## config.mk

```make
export PLATFORM = sky130hd
export DESIGN_NAME = fetch_unit_flat
export DESIGN_NICKNAME = d
export VERILOG_FILES = /design/src/rtl/fetch_unit_if.sv /design/src/rtl/fetch_unit.sv /design/src/flat_wrapper.sv
export SDC_FILE = /design/constraint.sdc
export NUM_CORES = 1
export LEC_CHECK = 0
export CAP_MARGIN = 20
export CORE_AREA = 2 2 89 91
export CTS_BUF_LIST = sky130_fd_sc_hd__clkbuf_8
export DETAILED_ROUTE_END_ITERATION = 10
export DIE_AREA = 0 0 91 93
export PLACE_DENSITY = 0.83
export SLEW_MARGIN = 20
export SYNTH_ARGS = -nofsm -noshare
export SYNTH_HDL_FRONTEND = slang
export SYNTH_SLANG_ARGS = --single-unit
```

## constraint.sdc

```tcl
create_clock -name clk -period 2.6 [get_ports clk]
set_input_delay 0.78 -clock clk [delete_from_list [all_inputs] [get_ports clk]]
set_output_delay 0.78 -clock clk [all_outputs]
set_load 0.005 [all_outputs]
```

## src/rtl/fetch_unit_if.sv

```systemverilog
// Fetch-unit bus: program-memory address/data, redirect controls from the
// decoder, and the registered instruction stream presented back to it.
interface fetch_unit_if;
  logic [9:0]  pc_addr;
  logic [13:0] instr_in;
  logic        stall;
  logic        jump_en;
  logic [9:0]  jump_addr;
  logic        call_en;
  logic        ret_en;
  logic [13:0] instr_out;
  logic [9:0]  instr_pc;
  logic        instr_valid;
  logic        halted;
  logic        stack_err;

  // Fetch-unit side: drives the address and the instruction stream.
  modport master (
    output pc_addr, instr_out, instr_pc, instr_valid, halted, stack_err,
    input  instr_in, stall, jump_en, jump_addr, call_en, ret_en
  );

  // Memory/decoder side.
  modport slave (
    input  pc_addr, instr_out, instr_pc, instr_valid, halted, stack_err,
    output instr_in, stall, jump_en, jump_addr, call_en, ret_en
  );
endinterface

```

## src/rtl/fetch_unit.sv

```systemverilog
// Instruction fetch unit: PC sequencing, jump/call/return redirects through a
// small return-address stack, stall hold and halt-on-HALT_WORD.
module fetch_unit #(
  parameter logic [9:0]  RESET_VECTOR = 10'h000,
  parameter logic [13:0] HALT_WORD    = 14'h0104,
  parameter int          STACK_DEPTH  = 4
) (
  input  logic         clk,
  input  logic         reset,
  fetch_unit_if.master bus
);

  localparam int SP_W  = $clog2(STACK_DEPTH + 1);
  localparam int IDX_W = (STACK_DEPTH > 1) ? $clog2(STACK_DEPTH) : 1;

  typedef enum logic {ST_RUN, ST_HALT} state_t;

  state_t          r_state;
  logic [9:0]      r_pc;
  logic [13:0]     r_instr;
  logic [9:0]      r_instr_pc;
  logic            r_valid;
  logic            r_err;
  logic [SP_W-1:0] r_sp;
  logic [9:0]      r_stack [STACK_DEPTH];

  state_t          w_state_nxt;
  logic [9:0]      w_pc_nxt;
  logic [13:0]     w_instr_nxt;
  logic [9:0]      w_instr_pc_nxt;
  logic            w_valid_nxt;
  logic            w_err_nxt;
  logic            w_push;
  logic            w_pop;
  logic            w_empty;
  logic            w_full;
  logic [SP_W-1:0] w_sp_m1;
  logic [9:0]      w_top;

  assign w_empty = (r_sp == '0);
  assign w_full  = (r_sp == SP_W'(STACK_DEPTH));
  assign w_sp_m1 = r_sp - SP_W'(1);
  assign w_top   = r_stack[w_sp_m1[IDX_W-1:0]];

  // Next-state and redirect decode.
  // NOTE: every signal gets a default first so no path can infer a latch.
  always_comb begin
    w_state_nxt    = r_state;
    w_pc_nxt       = r_pc;
    w_instr_nxt    = r_instr;
    w_instr_pc_nxt = r_instr_pc;
    w_valid_nxt    = r_valid;
    w_err_nxt      = r_err;
    w_push         = 1'b0;
    w_pop          = 1'b0;

    if (r_state == ST_HALT) begin
      w_state_nxt = ST_HALT;
    end else if (r_valid && (r_instr == HALT_WORD) && !bus.stall) begin
      w_state_nxt = ST_HALT;
      w_valid_nxt = 1'b0;
    end else begin
      // A return on an empty stack flags the error and falls through.
      if (bus.ret_en && w_empty) w_err_nxt = 1'b1;

      if (bus.ret_en && !w_empty) begin
        w_pop       = 1'b1;
        w_pc_nxt    = w_top;
        w_valid_nxt = 1'b0;
      end else if (bus.call_en) begin
        if (w_full) w_err_nxt = 1'b1;
        else        w_push    = 1'b1;
        w_pc_nxt    = bus.jump_addr;
        w_valid_nxt = 1'b0;
      end else if (bus.jump_en) begin
        w_pc_nxt    = bus.jump_addr;
        w_valid_nxt = 1'b0;
      end else if (!bus.stall) begin
        w_instr_nxt    = bus.instr_in;
        w_instr_pc_nxt = r_pc;
        w_valid_nxt    = 1'b1;
        w_pc_nxt       = r_pc + 10'd1;
      end
    end
  end

  // NOTE: sequential state uses non-blocking assignments only.
  always_ff @(posedge clk) begin
    if (reset) begin
      r_state    <= ST_RUN;
      r_pc       <= RESET_VECTOR;
      r_instr    <= '0;
      r_instr_pc <= '0;
      r_valid    <= 1'b0;
      r_err      <= 1'b0;
      r_sp       <= '0;
    end else begin
      r_state    <= w_state_nxt;
      r_pc       <= w_pc_nxt;
      r_instr    <= w_instr_nxt;
      r_instr_pc <= w_instr_pc_nxt;
      r_valid    <= w_valid_nxt;
      r_err      <= w_err_nxt;
      if (w_push)     r_sp <= r_sp + SP_W'(1);
      else if (w_pop) r_sp <= w_sp_m1;
    end
  end

  // NOTE: stack storage is not reset; the occupancy counter alone defines
  // which entries are live, so stale contents are never observed.
  always_ff @(posedge clk) begin
    if (w_push) r_stack[r_sp[IDX_W-1:0]] <= r_instr_pc + 10'd1;
  end

  assign bus.pc_addr     = r_pc;
  assign bus.instr_out   = r_instr;
  assign bus.instr_pc    = r_instr_pc;
  assign bus.instr_valid = r_valid;
  assign bus.halted      = (r_state == ST_HALT);
  assign bus.stack_err   = r_err;

endmodule

```

## src/flat_wrapper.sv

```systemverilog
// flat-port wrapper written by rule: the top's interface ports become plain ports
module fetch_unit_flat 
#(
  parameter logic [9:0]  RESET_VECTOR = 10'h000,
  parameter logic [13:0] HALT_WORD    = 14'h0104,
  parameter int          STACK_DEPTH  = 4
)
  (clk, reset, bus_pc_addr, bus_instr_out, bus_instr_pc, bus_instr_valid, bus_halted, bus_stack_err, bus_instr_in, bus_stall, bus_jump_en, bus_jump_addr, bus_call_en, bus_ret_en);
  fetch_unit_if bus_i ();
  input  logic clk;
  input  logic reset;
  output wire logic [$bits(bus_i.pc_addr)-1:0] bus_pc_addr;
  output wire logic [$bits(bus_i.instr_out)-1:0] bus_instr_out;
  output wire logic [$bits(bus_i.instr_pc)-1:0] bus_instr_pc;
  output wire logic [$bits(bus_i.instr_valid)-1:0] bus_instr_valid;
  output wire logic [$bits(bus_i.halted)-1:0] bus_halted;
  output wire logic [$bits(bus_i.stack_err)-1:0] bus_stack_err;
  input wire logic [$bits(bus_i.instr_in)-1:0] bus_instr_in;
  input wire logic [$bits(bus_i.stall)-1:0] bus_stall;
  input wire logic [$bits(bus_i.jump_en)-1:0] bus_jump_en;
  input wire logic [$bits(bus_i.jump_addr)-1:0] bus_jump_addr;
  input wire logic [$bits(bus_i.call_en)-1:0] bus_call_en;
  input wire logic [$bits(bus_i.ret_en)-1:0] bus_ret_en;
  assign bus_pc_addr = bus_i.pc_addr;
  assign bus_instr_out = bus_i.instr_out;
  assign bus_instr_pc = bus_i.instr_pc;
  assign bus_instr_valid = bus_i.instr_valid;
  assign bus_halted = bus_i.halted;
  assign bus_stack_err = bus_i.stack_err;
  assign bus_i.instr_in = bus_instr_in;
  assign bus_i.stall = bus_stall;
  assign bus_i.jump_en = bus_jump_en;
  assign bus_i.jump_addr = bus_jump_addr;
  assign bus_i.call_en = bus_call_en;
  assign bus_i.ret_en = bus_ret_en;
  fetch_unit #(.RESET_VECTOR(RESET_VECTOR), .HALT_WORD(HALT_WORD), .STACK_DEPTH(STACK_DEPTH)) u_core (.clk(clk), .reset(reset), .bus(bus_i));
endmodule
```

==> impl_metrics.py, run 1 <==
metrics = {
    "synth": {
        "synthDominantCellAreaShare_pct": 33.47,
        "yosysUniqueCellTypes": 41,
        "dominant_cell_type_by_area_after_synthesis": "sky130_fd_sc_hd__edfxtp_1",
        "ys_async_sr_fraction_pct": 0,
        "ys_top_cells_by_count": "sky130_fd_sc_hd__nand2_1 (58), sky130_fd_sc_hd__dfxtp_1 (40), sky130_fd_sc_hd__edfxtp_1 (40)",
        "synth_top_flop_cell": "sky130_fd_sc_hd__edfxtp_1",
        "synth.cell_area_mm2": 0.003588,
        "postSynthNetCount": 352,
        "yosys_register_bits": 80,
        "syn_avg_cell_area_um2": 11.39,
        "yosys_warnings": 0,
        "yosys.cell_count.top_type": "sky130_fd_sc_hd__nand2_1",
        "synth.area.top_cells": "sky130_fd_sc_hd__edfxtp_1 (33%), sky130_fd_sc_hd__dfxtp_1 (22%), sky130_fd_sc_hd__mux4_2 (6.3%), sky130_fd_sc_hd__nand2_1 (6.1%), sky130_fd_sc_hd__a21oi_1 (4.0%)",
        "syn_inst": 315,
        "synth-seq-area-share_pct": 55.79,
        "synth_enable_flop_cells": 40,
    },
    "drt": {
        "antenna_left": 0,
        "drt_drc_violations_left": 0,
        "detailed_route_via_count": 2755,
        "drt_pre_antenna_iters": 5,
        "via_per_inst": 5.477,
        "wl_um": 8692,
        "avgRoutedWirePerCell_um": 17.28,
        "dr.first_iter.drc_count": 264,
    },
    "cells_and_area": {
        "n_antenna_cell": 0,
        "fin_area_mm2": 0.004656,
        "layout.filler_cells": 588,
        "core_util_final_pct": 61.85,
        "num-nets-final": 433,
        "area_growth_pct": 29.74,
        "fin_cells": 503,
        "final_layout_size_suffix_gt1_share_pct": 13.47,
    },
    "floorplanning": {
        "design.portCount": 67,
        "start_util_pct": 47.67,
        "placeableCoreArea_mm2": 0.007527,
        "placementRows": 32,
        "fp.dieW_um": 91,
        "die_y_um": 93,
        "design.die.area_mm2": 0.008463,
    },
    "flow_run": {
        "cap_viol_max_count": 0,
    },
    "timing": {
        "finalSetupTns_ns": 0,
        "max_slew.worst_pin.slew_ns": 0.4942,
        "crit_path_setup_slack_layout_ns": 0.3704,
        "setup-violations-final": 0,
        "min_period_ns": 2.230,
        "fin_skew_ns": 0.01221,
        "maxSlewViolCount": 0,
        "rsz_0062_raised_after_global_routing": "no",
        "slew-limit-headroom_pct": 67.05,
        "timing_hold_violations_final": 0,
        "fmax_mhz": 448.5,
        "final_min_period_over_clock_period_pct": 85.75,
    },
    "setup_path": {
        "worstSetupStartpoint": "u_core.bus.instr_pc[2]$_SDFFE_PP0P_",
        "worstRegToRegCells": 7,
        "worstSetupStartpointType": "flop",
        "path_delay_family": "buffers and inverters",
        "critPathCaptureType": "output port",
        "r2r-start": "u_core.r_sp[0]$_SDFFE_PP0P_",
        "timing.critical_path.required_ns": 1.82,
        "worstPathMaxFanout": 8,
        "r2r_end": "u_core.r_stack[1][0]$_DFFE_PP_",
        "crit_path_top_delay_cell": "sky130_fd_sc_hd__clkdlybuf4s50_1",
        "timing_worst_setup_path_type": "flop to output port",
        "cp.arrival_ns": 1.45,
        "worstPathCellList": "clkdlybuf4s50_1",
        "r2r_slack_ns": 0.52,
        "critical_path.n_buffers_inverters": 1,
        "cpPeakStageDelay_ns": 0.59,
    },
    "hold_path": {
        "min_to": "u_core.bus.instr_out[4]$_SDFFE_PP0P_",
        "hold_wc_startpoint": "u_core.bus.instr_out[4]$_SDFFE_PP0P_",
        "hold_depth": 2,
        "hp-class": "flop to flop",
    },
    "clock_network": {
        "cts_post_setup_buffers_inserted": 0,
        "cts_inserted_buffers": 9,
        "numClockSinks": 80,
        "clkLatencyLatePin_ns": 0.35,
        "post_cts_resize_count": 0,
        "htree_levels": 3,
        "clockRootBuffer": "sky130_fd_sc_hd__clkbuf_8",
        "cts_tree": "built",
        "cts-hold-fix-buffers": 0,
        "clock_path_buffers": 2,
        "clkSlewWorstSetupHoldPaths_ns": 0.08,
    },
    "pwr": {
        "power_density_mw_per_mm2": 766.1,
        "p_leak_nw": 1.637,
        "ir_worst_vdd_v": 0.0003136,
    },
    "placement": {
        "cells_after_dpl": 487,
        "port_buffers": 66,
        "gp_routability_congestion": 0.8227,
        "place_ws_ns": 0.06743,
        "dp.final_hpwl_um": 6146,
        "post_dp_cell_area_mm2": 0.004498,
    },
    "global_route": {
        "grt_max_degree": 41,
        "global_route_wire_length_before_repair_um": 14060,
        "residual_overflow_from_global_routing": 0,
        "initial_antenna_violation_count": 0,
        "globalRouteTotalUtil_pct": 21.24,
        "first_global_vias": 2724,
    },
    "run_status": {
        "run_status": "completed",
    },
}
==> metal layers <==
layer	part of all wire (%)	vias to the layer above	global-route usage [%]	wire (um)
met3	4.1	12	2.901	353
li1	-	1301	-	-
met5	0	-	0	0
met1	44	1347	28.46	3798
met4	1.6	0	8.586	142
met2	51	95	35.12	4397
==> per-stage QoR <==
stage               power (W)  hold slack (ns)
global placement     0.002781           0.4693
CTS                  0.003584           0.4846
finish               0.003567           0.4848
global route         0.003759           0.5077
detailed placement   0.002818           0.4643
floorplan            0.002330           0.4605
==> sequential cells by signal (all words and copies together) (netlist names) <==
signal and cells:
u_core.bus.instr_pc 10, u_core.bus.halted 1, u_core.r_sp 3, u_core.bus.instr_out 14
u_core.bus.instr_valid 1, u_core.r_stack 40, u_core.bus.pc_addr 10, u_core.bus.stack_err 1
==> how the worst max path moves through the flow <==
| stage | end | slack, ns | cells past startpoint |
|---|---|---|---|
| 6_report | bus_instr_pc[2] | 0.37 | 1 |
| 5_1_grt | u_core.r_stack[1][0]$_DFFE_PP_ | 0.23 | 6 |
| 4_1_cts | bus_instr_pc[2] | 0.38 | 1 |
| 3_5_place_dp | u_core.r_stack[0][8]$_DFFE_PP_ | 0.07 | 6 |
| 3_3_place_gp | u_core.r_stack[0][8]$_DFFE_PP_ | 0.09 | 6 |
| 2_1_floorplan | u_core.r_stack[3][0]$_DFFE_PP_ | 0.18 | 6 |
==> power by group <==
group          internal (W)  switching [W]  leakage, nW
logic              0.000606       0.000550        0.842
clock network      0.000331       0.000429       0.0980
registers           0.00151       0.000142        0.697
==> layout by cell type (no fill, tap or decap), drive strengths merged, types with 2 or more instances in the layout <==
cell           instances
ha                     7
clkbuf                 9
nand4                  3
a211oi                 6
mux4                  10
clkinv                 3
a311oi                 6
a21oi                 30
buf                   20
edfxtp                40
nor4b                  3
and4                   3
nor2                  21
xor2                   9
o211ai                 4
mux2i                  2
clkdlybuf4s50         66
and3                   2
and2                   5
dfxtp                 40
nand3                  8
inv                    7
nor3                   2
nand2                 59
o21ai                 10
xnor2                 10
a21o                   5
==> cell families after synthesis <==
logic type                 share of synthesized area [%]
buffers and inverters                              2.859
adders and majority gates                          2.441
AOI/OAI and AO/OA                                  12.10
DFF                                                55.79
muxes                                              6.834
xor gates and xnor gates                           4.637
and+or+nand+nor                                    15.34
==> area by class of cell <==
type | count | area [um2] | share of cell area [%]
clock buffers | 9 | 123.9 | 2.661
clock inverters | 7 | 33.78 | 0.7256
inverters | 3 | 11.26 | 0.2419
multi-input cells | 216 | 1484 | 31.87
flip-flops and latches | 80 | 2002 | 43.00
well taps | 102 | 127.6 | 2.741
repair buffers | 86 | 873.3 | 18.76
No activity file was read; power rests on OpenSTA's default activity.
==> run 2: changes to the inputs <==
--- a/config.mk
+++ b/config.mk
@@ -6,10 +6,10 @@
 export NUM_CORES = 1
 export LEC_CHECK = 0
 export CAP_MARGIN = 20
-export CORE_AREA = 2 2 89 91
+export CORE_AREA = 2 2 73 110
 export CTS_BUF_LIST = sky130_fd_sc_hd__clkbuf_8
 export DETAILED_ROUTE_END_ITERATION = 10
-export DIE_AREA = 0 0 91 93
+export DIE_AREA = 0 0 75 112
 export PLACE_DENSITY = 0.83
 export SLEW_MARGIN = 20
 export SYNTH_ARGS = -nofsm -noshare
==> run 2 against run 1 <==
Sequential share of layout area is 0.42 points lower. Sequential power hardly changed. Combinational power hardly changed. Critical path depth is 6 higher. Clock power is 19% higher. Worst setup slack worse by 0.050 ns. Total power is 3.3% higher. Flip-flop and latch count stayed put. Clock-buffer cell count is 1 higher. Via count is 0.11% higher. Register-to-register slack better by 0.06 ns. Clock skew is 0.0061 ns lower.
==> impl_metrics.py, run 2 (synthesized netlist as in run 1, its figures left out) <==
metrics = {
    "placement": {
        "dp.final_hpwl_um": 5892,
        "post_dp_cell_area_mm2": 0.004503,
        "gp_routability_congestion": 0.8113,
        "place_ws_ns": -0.01093,
        "port_buffers": 66,
    },
    "drt": {
        "via_per_inst": 5.494,
        "drt_pre_antenna_iters": 4,
        "antenna_left": 0,
        "dr.first_iter.drc_count": 257,
        "wl_um": 8226,
        "detailed_route_via_count": 2758,
        "drt_drc_violations_left": 0,
        "avgRoutedWirePerCell_um": 16.39,
    },
    "cells_and_area": {
        "area_growth_pct": 31.03,
        "most_frequent_cells_in_the_layout": "sky130_fd_sc_hd__clkdlybuf4s50_1 (66), sky130_fd_sc_hd__nand2_1 (58), sky130_fd_sc_hd__dfxtp_1 (40), sky130_fd_sc_hd__edfxtp_1 (40), sky130_fd_sc_hd__a21oi_1 (29)",
        "mostFrequentLayoutCell": "sky130_fd_sc_hd__clkdlybuf4s50_1",
        "n_antenna_cell": 0,
        "num-nets-final": 432,
        "final_layout_size_suffix_gt1_share_pct": 14.00,
        "largest_register_ff_count": 40,
        "core_util_final_pct": 62.98,
        "fin_area_mm2": 0.004702,
    },
    "floorplanning": {
        "start_util_pct": 48.06,
        "placementRows": 39,
        "design.portCount": 67,
        "placeableCoreArea_mm2": 0.007466,
        "fp.dieW_um": 75,
        "die_y_um": 112,
        "design.die.area_mm2": 0.008400,
    },
    "timing": {
        "fin_skew_ns": 0.006128,
        "slew-limit-headroom_pct": 65.39,
        "timing_hold_violations_final": 0,
        "crit_path_setup_slack_layout_ns": 0.3207,
        "max_slew.worst_pin.slew_ns": 0.5191,
        "finalSetupTns_ns": 0,
        "final_min_period_over_clock_period_pct": 87.67,
        "min_period_ns": 2.279,
        "fmax_mhz": 438.7,
        "maxSlewViolCount": 0,
        "setup-violations-final": 0,
        "rsz_0062_raised_after_global_routing": "no",
    },
    "pwr": {
        "power.switching_w": 0.001115,
        "p_leak_nw": 1.635,
        "ir_worst_vdd_v": 0.0003911,
        "power_density_mw_per_mm2": 783.5,
        "power_frac_comb_pct": 30.6,
        "sw_frac_of_total_pct": 30.28,
        "p_seq_share_pct": 44.8,
        "p_clk_share_pct": 24.6,
        "internal-power_w": 0.002568,
    },
    "clock_network": {
        "clockRootBuffer": "sky130_fd_sc_hd__clkbuf_8",
        "cts-hold-fix-buffers": 0,
        "cts_inserted_buffers": 9,
        "cts_post_setup_buffers_inserted": 0,
        "htree_levels": 3,
        "cts_tree": "built",
        "clkLatencyLatePin_ns": 0.35,
        "post_cts_resize_count": 0,
        "clkSlewWorstSetupHoldPaths_ns": 0.08,
        "numClockSinks": 80,
        "clock_path_buffers": 2,
    },
    "setup_path": {
        "critPathCaptureType": "flop",
        "worstPathMaxFanout": 18,
        "cp.arrival_ns": 2.53,
        "timing.critical_path.required_ns": 2.86,
        "worstSetupStartpoint": "bus_call_en",
        "worstRegToRegCells": 7,
        "timing_worst_setup_path_type": "input pin to flop",
        "worstSetupStartpointType": "input pin",
        "r2r_end": "u_core.r_stack[0][0]$_DFFE_PP_",
        "r2r-start": "u_core.r_sp[0]$_SDFFE_PP0P_",
        "r2r_slack_ns": 0.58,
        "worst_setup_path_endpoint": "u_core.bus.pc_addr[4]$_SDFFE_PP0P_",
    },
    "global_route": {
        "global_route_wire_length_before_repair_um": 12970,
        "first_global_vias": 2758,
        "residual_overflow_from_global_routing": 0,
        "initial_antenna_violation_count": 0,
        "globalRouteTotalUtil_pct": 20.52,
        "grt_max_degree": 41,
    },
    "hold_path": {
        "hp-class": "flop to flop",
    },
    "run_status": {
        "run_status": "completed",
    },
    "flow_run": {
        "cap_viol_max_count": 0,
    },
}
-- run 2: layer usage --
metal | part of all wire, % | track usage, % | up-vias
li1 | - | - | 1311
met1 | 39 | 23.35 | 1299
met2 | 51 | 34.33 | 124
met3 | 7.1 | 5.068 | 24
met4 | 2.7 | 10.83 | 0
met5 | 0 | 0 | -
-- run 2: critical path, stage by stage --
cell	delay [ns]
sky130_fd_sc_hd__clkdlybuf4s50_1	0.50
sky130_fd_sc_hd__nor2_1	0.28
sky130_fd_sc_hd__buf_4	0.27
sky130_fd_sc_hd__nor2_1	0.06
sky130_fd_sc_hd__a211oi_1	0.28
sky130_fd_sc_hd__a21oi_1	0.07
sky130_fd_sc_hd__a211oi_1	0.29
-- run 2: how the worst min path moves through the flow --
stage	slack (ns)	startpoint	endpoint	cells past startpoint
global route	0.49	u_core.bus.instr_out[2]$_SDFFE_PP0P_	u_core.bus.instr_out[2]$_SDFFE_PP0P_	2
CTS	0.47	u_core.bus.instr_out[2]$_SDFFE_PP0P_	u_core.bus.instr_out[2]$_SDFFE_PP0P_	2
finish	0.47	u_core.bus.instr_out[2]$_SDFFE_PP0P_	u_core.bus.instr_out[2]$_SDFFE_PP0P_	2
global placement	0.45	u_core.bus.instr_out[8]$_SDFFE_PP0P_	u_core.bus.instr_out[8]$_SDFFE_PP0P_	2
floorplan	0.46	u_core.bus.stack_err$_SDFFE_PP0P_	u_core.bus.stack_err$_SDFFE_PP0P_	2
detailed placement	0.46	u_core.bus.instr_out[2]$_SDFFE_PP0P_	u_core.bus.instr_out[2]$_SDFFE_PP0P_	2
-- run 2: through the flow --
stage / hold slack, ns / std cells / total power (W)
floorplan: 0.4605 / 315 / 0.002330
global placement: 0.4539 / 486 / 0.002770
detailed placement: 0.4637 / 486 / 0.002806
CTS: 0.4746 / 502 / 0.003705
global route: 0.4944 / 502 / 0.003854
finish: 0.4698 / 502 / 0.003684
-- run 2: power groups by stage --
stage	Combinational, W	Sequential [W]	Clock, W
2_1_floorplan	0.000685	0.00165	0
3_3_place_gp	0.00110	0.00167	0
3_5_place_dp	0.00113	0.00167	0
4_1_cts	0.00114	0.00165	0.000921
5_1_grt	0.00123	0.00167	0.000957
6_report	0.00113	0.00165	0.000906
-- run 2: layout make-up --
type | instances | area (um2)
Fill cell | 567 | 2764
Sequential cell | 80 | 2002
Multi-Input combinational cell | 216 | 1484
Timing Repair Buffer | 85 | 878.3
Clock buffer | 10 | 137.6
Tap cell | 102 | 127.6
Clock inverter | 6 | 61.31
Inverter | 3 | 11.26
